==> config.mk <==
export PLATFORM = sky130hd
export DESIGN_NAME = alu_flat
export DESIGN_NICKNAME = d
export VERILOG_FILES = /design/src/rtl/alu_pkg.sv /design/src/rtl/alu_if.sv /design/src/rtl/alu_datapath.sv /design/src/rtl/alu.sv /design/src/flat_wrapper.sv
export SDC_FILE = /design/constraint.sdc
export NUM_CORES = 1
export LEC_CHECK = 0
export ABC_AREA = 1
export ABC_CLOCK_PERIOD_IN_PS = 1100
export CAP_MARGIN = 20
export CORE_MARGIN = 3
export CORE_UTILIZATION = 30
export CTS_CLUSTER_SIZE = 28
export DETAILED_ROUTE_END_ITERATION = 10
export SETUP_SLACK_MARGIN = 0.5
export SLEW_MARGIN = 20
export SYNTH_ARGS = -nofsm -noshare
export SYNTH_HDL_FRONTEND = slang
export SYNTH_SLANG_ARGS = --single-unit
export TNS_END_PERCENT = 20
==> constraint.sdc <==
create_clock -name clk -period 1.1 [get_ports clk]
set_input_delay 0.22 -clock clk [delete_from_list [all_inputs] [get_ports clk]]
set_output_delay 0.22 -clock clk [all_outputs]
set_load 0.005 [all_outputs]
==> src/rtl/alu_pkg.sv <==
// Shared ALU definitions: default operand width and the opcode encoding.
package alu_pkg;

  localparam int ALU_WIDTH = 4;

  typedef enum logic [2:0] {
    OP_ADD = 3'b000,
    OP_SUB = 3'b001,
    OP_AND = 3'b010,
    OP_OR  = 3'b011,
    OP_XOR = 3'b100,
    OP_SHL = 3'b101,
    OP_SHR = 3'b110,
    OP_NOT = 3'b111
  } alu_op_e;

endpackage

==> src/rtl/alu_if.sv <==
// Operand/result bundle between an ALU requester (master) and the ALU (slave).
interface alu_if #(
  parameter int WIDTH = alu_pkg::ALU_WIDTH
);
  import alu_pkg::*;

  logic             in_valid;
  logic [WIDTH-1:0] operand_a;
  logic [WIDTH-1:0] operand_b;
  alu_op_e          opcode;
  logic [WIDTH-1:0] result;
  logic             out_valid;
  logic             carry;
  logic             zero;
  logic             overflow;

  modport master (
    output in_valid, operand_a, operand_b, opcode,
    input  result, out_valid, carry, zero, overflow
  );

  modport slave (
    input  in_valid, operand_a, operand_b, opcode,
    output result, out_valid, carry, zero, overflow
  );

endinterface

==> src/rtl/alu_datapath.sv <==
// Purely combinational ALU core: next result, carry/borrow/shift-out and
// signed overflow for the selected opcode.
module alu_datapath
  import alu_pkg::*;
#(
  parameter int WIDTH = ALU_WIDTH
) (
  input  logic [WIDTH-1:0] a,
  input  logic [WIDTH-1:0] b,
  input  alu_op_e          op,
  output logic [WIDTH-1:0] y,
  output logic             carry,
  output logic             overflow
);

  logic [WIDTH:0] sum;
  logic [WIDTH:0] diff;

  // One extra bit catches carry-out on add and borrow on subtract.
  assign sum  = {1'b0, a} + {1'b0, b};
  assign diff = {1'b0, a} - {1'b0, b};

  always_comb begin
    y        = '0;
    carry    = 1'b0;
    overflow = 1'b0;
    unique case (op)
      OP_ADD: begin
        y        = sum[WIDTH-1:0];
        carry    = sum[WIDTH];
        overflow = (a[WIDTH-1] == b[WIDTH-1]) && (sum[WIDTH-1] != a[WIDTH-1]);
      end
      OP_SUB: begin
        y        = diff[WIDTH-1:0];
        carry    = diff[WIDTH];
        overflow = (a[WIDTH-1] != b[WIDTH-1]) && (diff[WIDTH-1] != a[WIDTH-1]);
      end
      OP_AND: y = a & b;
      OP_OR:  y = a | b;
      OP_XOR: y = a ^ b;
      OP_SHL: begin
        y     = {a[WIDTH-2:0], 1'b0};
        carry = a[WIDTH-1];
      end
      OP_SHR: begin
        y     = {1'b0, a[WIDTH-1:1]};
        carry = a[0];
      end
      OP_NOT: y = ~a;
      default: y = '0;
    endcase
  end

endmodule

==> src/rtl/alu.sv <==
// Registered ALU: one-cycle latency, outputs hold while no input is valid.
module alu
  import alu_pkg::*;
#(
  parameter int WIDTH = ALU_WIDTH
) (
  input  logic  clk,
  input  logic  rst,
  alu_if.slave  bus
);

  logic [WIDTH-1:0] dp_result;
  logic             dp_carry;
  logic             dp_overflow;

  logic [WIDTH-1:0] result_q, result_d;
  logic             carry_q, carry_d;
  logic             overflow_q, overflow_d;
  logic             valid_q, valid_d;

  alu_datapath #(.WIDTH(WIDTH)) u_datapath (
    .a        (bus.operand_a),
    .b        (bus.operand_b),
    .op       (bus.opcode),
    .y        (dp_result),
    .carry    (dp_carry),
    .overflow (dp_overflow)
  );

  // Capture only on in_valid so junk operands on idle cycles never reach the outputs.
  always_comb begin
    result_d   = result_q;
    carry_d    = carry_q;
    overflow_d = overflow_q;
    valid_d    = bus.in_valid;
    if (bus.in_valid) begin
      result_d   = dp_result;
      carry_d    = dp_carry;
      overflow_d = dp_overflow;
    end
  end

  always_ff @(posedge clk or posedge rst) begin
    if (rst) begin
      result_q   <= '0;
      carry_q    <= 1'b0;
      overflow_q <= 1'b0;
      valid_q    <= 1'b0;
    end else begin
      result_q   <= result_d;
      carry_q    <= carry_d;
      overflow_q <= overflow_d;
      valid_q    <= valid_d;
    end
  end

  assign bus.result    = result_q;
  assign bus.carry     = carry_q;
  assign bus.overflow  = overflow_q;
  assign bus.out_valid = valid_q;
  assign bus.zero      = (result_q == '0);

endmodule

==> src/flat_wrapper.sv <==
// flat-port wrapper written by rule: the top's interface ports become plain ports
module alu_flat import alu_pkg::*;
#(
  parameter int WIDTH = ALU_WIDTH
)
  (clk, rst, bus_in_valid, bus_operand_a, bus_operand_b, bus_opcode, bus_result, bus_out_valid, bus_carry, bus_zero, bus_overflow);
  alu_if #(.WIDTH(WIDTH)) bus_i ();
  input  logic clk;
  input  logic rst;
  input wire logic [$bits(bus_i.in_valid)-1:0] bus_in_valid;
  input wire logic [$bits(bus_i.operand_a)-1:0] bus_operand_a;
  input wire logic [$bits(bus_i.operand_b)-1:0] bus_operand_b;
  input wire logic [$bits(bus_i.opcode)-1:0] bus_opcode;
  output wire logic [$bits(bus_i.result)-1:0] bus_result;
  output wire logic [$bits(bus_i.out_valid)-1:0] bus_out_valid;
  output wire logic [$bits(bus_i.carry)-1:0] bus_carry;
  output wire logic [$bits(bus_i.zero)-1:0] bus_zero;
  output wire logic [$bits(bus_i.overflow)-1:0] bus_overflow;
  assign bus_i.in_valid = bus_in_valid;
  assign bus_i.operand_a = bus_operand_a;
  assign bus_i.operand_b = bus_operand_b;
  assign bus_i.opcode = bus_opcode;
  assign bus_result = bus_i.result;
  assign bus_out_valid = bus_i.out_valid;
  assign bus_carry = bus_i.carry;
  assign bus_zero = bus_i.zero;
  assign bus_overflow = bus_i.overflow;
  alu #(.WIDTH(WIDTH)) u_core (.clk(clk), .rst(rst), .bus(bus_i));
endmodule
# After elaboration in Yosys (flattened, before gate mapping)
# Cells that the tools add are included.
[classes]
addsub = 2
eq_ne = 11
n_mux = 3
bitwise = 4
n_reduce_logical = 4
[op_table]
columns = ["operator", "count"]
rows = [
  ["$pmux 4 s8", 1],
  ["$eq 3x3->1 const B", 4],
  ["$eq 3x2->1 const B", 2],
  ["$add 4x4->5", 1],
  ["$sub 4x4->5", 1],
  ["$and 4x4->4", 1],
  ["$logic_not 4->1", 1],
  ["$not 4->4", 1],
  ["$or 4x4->4", 1],
  ["$pmux 1 s4", 1],
  ["$xor 4x4->4", 1],
  ["$eq 3x1->1 const B", 1],
  ["$logic_not 3->1", 1],
  ["$ne 1x1->1", 3],
  ["$logic_and 1x1->1", 2],
  ["$pmux 1 s2", 1],
  ["$eq 1x1->1", 1],
]
[word_totals]
register_bits = 7
out_inout_bits = 8

# Longest topological paths before layout
# Gate-level depths: netlist of run 1.
[depth]
ltp_word = 4
depth_mapped = 12
ltp_nobuf = 11

# Modules after synthesis
# A second synthesis of run 1 with hierarchy kept.
[unflattened]
hier_cells = 152
hier_area_um2 = 952.2
[by_module_without_submodules]
columns = ["module", "instances", "cells_per_inst", "area_each_um2", "seq_area_each_um2"]
rows = [
  ["alu_datapath", 1, 122, 671.9, 0.0],
  ["alu", 1, 30, 280.3, 175.2],
]

# Worst setup path after synthesis of run 1
# Ideal clock, no wire load.
[synth_timing]
path_type = "input -> register"
startpoint = "in bus_operand_a[0]"
endpoint = "reg u_core.result_q[2] (netlist: u_core.bus.result[2])"
setup_ps = 113
arrival_ps = 1227
setup_slack_ps = -240
cell_stages = 9
path_buffers = 0
path_cell_list = "inv_1 > ha_1 > fa_1 > nor2_1 > nor3_1 > nor2_1 > nand3_1 > nand2_1 > inv_1"
[synth_via]
elab_chain_cells = 2
elab_cells_between_ends = 3
cone_classes = "2 x add/sub; 1 x mux"
[synth_rtl]
columns = ["element", "line_no", "text"]
rows = [
  ["from (decl)", "flat_wrapper.sv:11", "input wire logic [$bits(bus_i.operand_a)-1:0] bus_operand_a;"],
  ["$sub 4x4->5 / $add 4x4->5 (equally long branches)", "alu_datapath.sv:21, alu_datapath.sv:20", ""],
  ["$pmux 4 s8 *", "alu_datapath.sv:27", "unique case (op)"],
  ["to (signal assigned)", "alu.sv:50", "result_q <= result_d;"],
  ["to (decl)", "alu.sv:16", "logic [WIDTH-1:0] result_q, result_d;"],
]
# Every way passes the cells marked *; elsewhere a longest branch is shown, timed or not.
# A chain may end at the register's enable or synchronous reset.

# Worst setup path after layout of run 1
[layout_timing]
startpoint = "reg u_core.result_q[1] (netlist: u_core.bus.result[1])"
endpoint = "out bus_zero"
[layout_via]
elab_chain_cells = 1
[layout_rtl]
columns = ["element", "line_no", "text"]
rows = [
  ["$logic_not 4->1", "alu.sv:61", "assign bus.zero = (result_q == '0);"],
  ["to (decl)", "flat_wrapper.sv:17", "output wire logic [$bits(bus_i.zero)-1:0] bus_zero;"],
]
# No other way between the ends.

==> results of run 1 <==
-- cell families (layout without fill, tap and decap cells) --
| group | after synthesis | after routing | synth area share |
|---|---|---|---|
| flip-flops | 7 | 7 | 0.183 |
| XOR/XNOR | 1 | 1 | 0.00918 |
| AO/OA/AOI/OAI | 18 | 18 | 0.101 |
| buffers and inverters | 28 | 88 | 0.118 |
| AND/OR/NAND/NOR | 90 | 90 | 0.389 |
| adder cells (fa/ha/maj) | 14 | 14 | 0.199 |
-- flip-flops by register name, indices dropped and copies added (netlist names) --
name                  cells
u_core.bus.result         4
u_core.bus.out_valid      1
u_core.bus.overflow       1
u_core.bus.carry          1
-- routing by layer --
metal	up-vias	GRT usage	share of wire
met3	6	0.0270	0.045
met1	570	0.205	0.41
met2	31	0.321	0.53
li1	622	-	-
met4	0	0.0661	0.016
met5	-	0	0
-- path summary, 6_finish.rpt --
check                                     startpoint                   end  slack (ns)  depth (start not counted)
worst min-delay path                             rst  u_core.bus.result[1]        0.20                          2
max in group asynchronous                        rst      u_core.bus.carry        0.69                          2
worst max-delay path            u_core.bus.result[1]              bus_zero       -0.22                          2
worst min register to register   u_core.bus.overflow   u_core.bus.overflow        0.49                          2
min in group clk                        bus_in_valid  u_core.bus.out_valid        0.32                          1
worst max register to register  u_core.bus.result[2]  u_core.bus.result[2]        0.11                          4
-- power groups by stage --
stage	combinational, mW	clock [mW]	sequential (mW)
after global routing	0.736	0.264	0.315
after detailed placement	0.571	0	0.309
after floorplan	0.243	0	0.313
after CTS	0.594	0.246	0.309
final	0.669	0.236	0.313
after global placement	0.560	0	0.307
-- stage by stage --
step           utilization  worst slack, ns  hold WS [ns]  cell area, um2
5_1_grt              0.583           -0.273         0.227            1690
6_report             0.583           -0.218         0.200            1690
3_5_place_dp         0.517           -0.938         0.467            1500
3_3_place_gp         0.517           -0.919         0.465            1500
2_1_floorplan            -           -0.224        0.0234             985
4_1_cts              0.558           -0.200         0.194            1620
-- timing repair --
item / CTS / global route
endpoints found under the setup margin: 15 / 14
setup buffers: 2 / 0
gates resized for setup: 78 / 39
pin swaps: 11 / 11
-- synthesized netlist by cell type --
cell type	number	area, um2
a31oi_1	1	6.26
nor4_1	1	6.26
inv_1	25	93.8
a21oi_1	6	30.0
buf_4	2	15.0
nand2_1	48	180
a21oi_2	1	8.76
clkbuf_1	1	3.75
nor2_1	19	71.3
or2_2	1	6.26
o21ai_0	9	45.0
o22ai_1	1	6.26
nand2_2	1	6.26
nand3_1	17	85.1
nand4_1	1	6.26
dfrtp_1	7	175
ha_1	12	150
xnor2_1	1	8.76
nor3_1	2	10.0
fa_1	2	40.0
-- area by class of cell --
| cell class | instances | area [um2] |
|---|---|---|
| clock buffers | 4 | 26.3 |
| well taps | 42 | 52.6 |
| flip-flops and latches | 7 | 175 |
| multi-input cells | 123 | 832 |
| inverters | 25 | 116 |
| repair buffers | 59 | 488 |
| fillers | 290 | 1210 |
==> metrics.md, run 1 <==
| Metric | Value |
|---|---|
| Die H | 62.4 um |
| RSZ-0062 raised after global routing | true |
| CP arrival | 1.10 ns |
| Hold Violations, Final | 0 |
| Max-cap viol count | 0 |
| Final period util | 1.20 |
| Post-synthesis cell count | 158 |
| Final min period | 1.32 ns |
| Average size of a mapped cell | 6.04 um2 |
| Cell variety after synth | 20 |
| Endpoints failing setup | 9 |
| Crit Path Class | reg2out |
| Max-Slew Margin vs Limit | 0.815 |
| Vias | 1229 |
| Share of cells above drive strength 1 | 0.427 |
| Max-slew violations | 0 |
| Leakage Power | 0.874 nW |
| Combinational Power Share | 0.549 |
| Internal | 770 uW |
| Clock buffer depth | 2 |
| # diodes | 0 |
| P_sw | 447 uW |
| CTS tree | yes |
| Port Buffers | 21 |
| Switching Fraction | 0.367 |
| Vias in the first global route | 1285 |
| Rows | 19 |
| CP max stage cell | dfrtp_1 |
| Post-synthesis sequential area ratio | 0.183 |
| Setup crit end kind | primary output |
| CORE AREA | 0.00290 mm2 |
| Ports | 22 |
| Most frequent cells in the layout | nand2_1 (45), buf_4 (32), inv_1 (15), nor2_1 (15), nand3_1 (13) |
| H-tree depth | 1 |
| Clock transition at the registers of the reported paths | 0.05 ns |
| Drt pass-1 iters | 4 |
| Setup TNS | -0.812 ns |
| DRT antenna net count | 0 |
| Worst hold path class | in2async |
| DRC viols | 0 |
| Startpoint types | flip-flop |
| Pwr Density | 720 mW/mm2 |
| P&R area growth vs syn | 77.1% |
| Num CTS Buffers | 3 |
| Most common cell after layout, fill and taps aside | nand2_1 |
| Crit-path cells | nor4_2, buf_2 |
| Worst Path Buf+Inv | 1 |
| FF+latch count, synth | 7 |
| Largest net degree at the start of global routing | 8 |
| Number of vias per cell | 4.73 |
| Grt total ovfl | 0 |
| Seq pwr share | 0.257 |
| Starting Density | 0.329 |
| WP data required | 0.88 ns |
| First-pass GRT wire length | 5.63 mm |
| Clock Skews | 0 ns |
| Die area | 0.00390 mm2 |
| Ys Warns | 0 |
| Layout Cells excl Fill | 260 |
| Worst skew pair latency | 0.25 ns |
| Total GRT Usage | 0.176 |
| Starting DRT DRC Count | 60 |
| Setup ws final | -0.218 ns |
| Pwr Total | 1.22 mW |
| Status | complete, but fails checks |
| Final HPWL DP | 2.59 mm |
| Clk network pwr share | 0.194 |
| Placed insts | 254 |
| Die Span X | 62.4 um |
| Worst Max-Slew Pin Slew | 0.277 ns |
| Clock Sinks | 7 |
| Worst vdd ir | 0.678 mV |
| Gpl congestion | 0.880 |
| Routed WL | 3.25 mm |
| # hold bufs at CTS | 0 |
| WL/cell | 12.5 um |
| Failing checks | setup timing |
| Antenna violations before repair | 0 |
| Root buf cell | clkbuf_4 |
| Critical Path Fanout Max | 2 |
| Area of the mapped netlist | 955 um2 |
| Fmax | 759 MHz |
| Worst path max stage delay | 0.40 ns |
| Delay-heaviest family, CP | flip-flops |
| Nets | 247 |
| Post-Syn Nets | 186 |
Power figures use the tool's default switching activity.
==> inputs of run 2 (changes only) <==
--- a/config.mk
+++ b/config.mk
@@ -13,8 +13,7 @@
 export CTS_CLUSTER_SIZE = 28
 export DETAILED_ROUTE_END_ITERATION = 10
 export SETUP_SLACK_MARGIN = 0.5
-export SLEW_MARGIN = 20
 export SYNTH_ARGS = -nofsm -noshare
 export SYNTH_HDL_FRONTEND = slang
 export SYNTH_SLANG_ARGS = --single-unit
-export TNS_END_PERCENT = 20
+export TNS_END_PERCENT = 50
==> run 2 against run 1 <==
Against the previous run: the flow still finishes with violations (setup timing); global-route usage increased by 1.1 points; cell count increased by 2.7%; highest routed layer unchanged; setup slack improved by 0.031 ns; critical path type is now in2reg; critical endpoint is now u_core.bus.result[1]; sequential cell count unchanged.
==> metrics.md, run 2 (synthesized netlist as in run 1, its figures left out) <==
| Metric | Value |
|---|---|
| Area after DPL | 0.00151 mm2 |
| Final HPWL DP | 2.46 mm |
| RSZ-0062 raised after global routing | true |
| Max-cap viol count | 0 |
| Critical Path Fanout Max | 3 |
| CTS tree | yes |
| Crit Path Class | in2reg |
| Clock transition at the registers of the reported paths | 0.06 ns |
| Internal | 788 uW |
| Total GRT Usage | 0.186 |
| Rows | 19 |
| Failing checks | setup timing |
| CP arrival | 1.44 ns |
| DR WL met3 | 118 um |
| Met1 wire length | 1.43 mm |
| Worst path max stage delay | 0.51 ns |
| Reg-to-Reg End | u_core.bus.result[2] |
| Num CTS Buffers | 3 |
| Max-slew violations | 0 |
| H-tree depth | 1 |
| CORE AREA | 0.00290 mm2 |
| Die Span X | 62.4 um |
| Leakage Power | 0.893 nW |
| Pwr Density | 706 mW/mm2 |
| Layout Utilization | 0.615 |
| Vias | 1237 |
| Worst vdd ir | 0.708 mV |
| Port Buffers | 21 |
| Status | complete, but fails checks |
| Worst hold slack | 0.193 ns |
| Routed WL | 3.38 mm |
| Clock buffer depth | 2 |
| Die H | 62.4 um |
| Clk network pwr share | 0.193 |
| Worst hold path class | in2async |
| Gpl congestion | 0.908 |
| Starting DRT DRC Count | 54 |
| WP data required | 1.25 ns |
| Setup crit end kind | flip-flop |
| DRT antenna net count | 0 |
| First-pass GRT wire length | 5.87 mm |
| Seq pwr share | 0.245 |
| Nets | 254 |
| Max reg flops | 4 |
| Hold Violations, Final | 0 |
| CP max stage cell | fa_2 |
| Endpoints failing setup | 8 |
| Pwr Total | 1.26 mW |
| Met2 Wirelength | 1.79 mm |
| Switching Fraction | 0.374 |
| # hold bufs at CTS | 0 |
| Grt total ovfl | 0 |
| Final min period | 1.29 ns |
| P_sw | 471 uW |
| Most frequent cells in the layout | nand2_1 (46), buf_4 (38), nor2_1 (15), inv_1 (13), buf_2 (11) |
| Startpoint types | input pin |
| R2R setup slack | 0.12 ns |
| Die area | 0.00390 mm2 |
| Clock Sinks | 7 |
| Setup ws final | -0.187 ns |
| Starting Density | 0.329 |
| Uppermost routed layer | met4 |
| Crit-path cells | buf_6, buf_8, inv_12, ha_4, fa_2, o21ai_1, nor2_1, nand2_1, nand2_1, nand2_1 |
| Antenna violations before repair | 0 |
| Cell area after layout | 0.00178 mm2 |
| WL/cell | 12.6 um |
| Worst Max-Slew Pin Slew | 0.281 ns |
| Number of vias per cell | 4.63 |
| Setup TNS | -0.777 ns |
| Largest net degree at the start of global routing | 8 |
| Final period util | 1.17 |
| Clock Skews | 0 ns |
| Ports | 22 |
| Most common cell after layout, fill and taps aside | nand2_1 |
| Root buf cell | clkbuf_4 |
| Crit path top cell by count | nand2_1 |
| DRC viols | 0 |
| Fmax | 777 MHz |
| Vias in the first global route | 1296 |
| Drt pass-1 iters | 4 |
| P&R area growth vs syn | 86.9% |
| Max-Slew Margin vs Limit | 0.813 |
| Worst R2R Start | u_core.bus.result[2] |
| Combinational Power Share | 0.562 |
| # diodes | 0 |
| Worst skew pair latency | 0.25 ns |
| Share of cells above drive strength 1 | 0.507 |
| Reg2reg path depth | 4 |
run 2: repair_timing:
item | 4_1_cts | 5_1_grt
hold endpoints to repair | 0 | 0
setup endpoints to repair | 15 | 14
gates cloned | 0 | 0
resized for setup | 129 | 12
pin swaps | 33 | 7
buffers inserted | 8 | 0
run 2: worst max path at each step:
stage / slack [ns] / cells after the start / from / to
global route: -0.26 / 10 / bus_operand_a[0] / u_core.bus.result[1]
finish: -0.19 / 10 / bus_operand_a[0] / u_core.bus.result[1]
floorplan: -0.22 / 8 / bus_operand_a[0] / u_core.bus.result[1]
CTS: -0.19 / 10 / bus_operand_a[0] / u_core.bus.result[1]
global placement: -0.91 / 10 / bus_operand_a[0] / u_core.bus.result[1]
detailed placement: -0.99 / 10 / bus_operand_a[0] / u_core.bus.result[1]
run 2: final cells by class:
type | count | area (um2)
fill | 267 | 1120
multi-input combinational | 123 | 898
timing repair buffer | 66 | 510
sequential | 7 | 175
inverter | 25 | 121
tap | 42 | 52.6
clock buffer | 4 | 26.3
run 2: power groups by stage:
stage,sequential (mW),clock [mW],combinational (mW)
6_report,0.309,0.243,0.708
5_1_grt,0.312,0.264,0.781
4_1_cts,0.306,0.250,0.684
3_5_place_dp,0.309,0,0.572
3_3_place_gp,0.308,0,0.565
2_1_floorplan,0.313,0,0.246
run 2: through the flow:
step	cells	worst slack, ns
after floorplan	158	-0.224
after CTS	267	-0.192
after global routing	267	-0.256
final	267	-0.187
after detailed placement	255	-0.989
after global placement	255	-0.910
run 2: critical path: cells and delay by family:
| family | cells | cell delay, ns |
|---|---|---|
| adders and majority gates | 2 | 0.66 |
| and+or+nand+nor | 4 | 0.27 |
| buffers and inverters | 3 | 0.22 |
| AOI/OAI and AO/OA | 1 | 0.07 |
run 2: per-layer routing:
layer | up-vias | track usage
met1 | 566 | 0.217
met3 | 5 | 0.0288
met4 | 0 | 0.0468
met2 | 25 | 0.352
li1 | 641 | -
met5 | - | 0
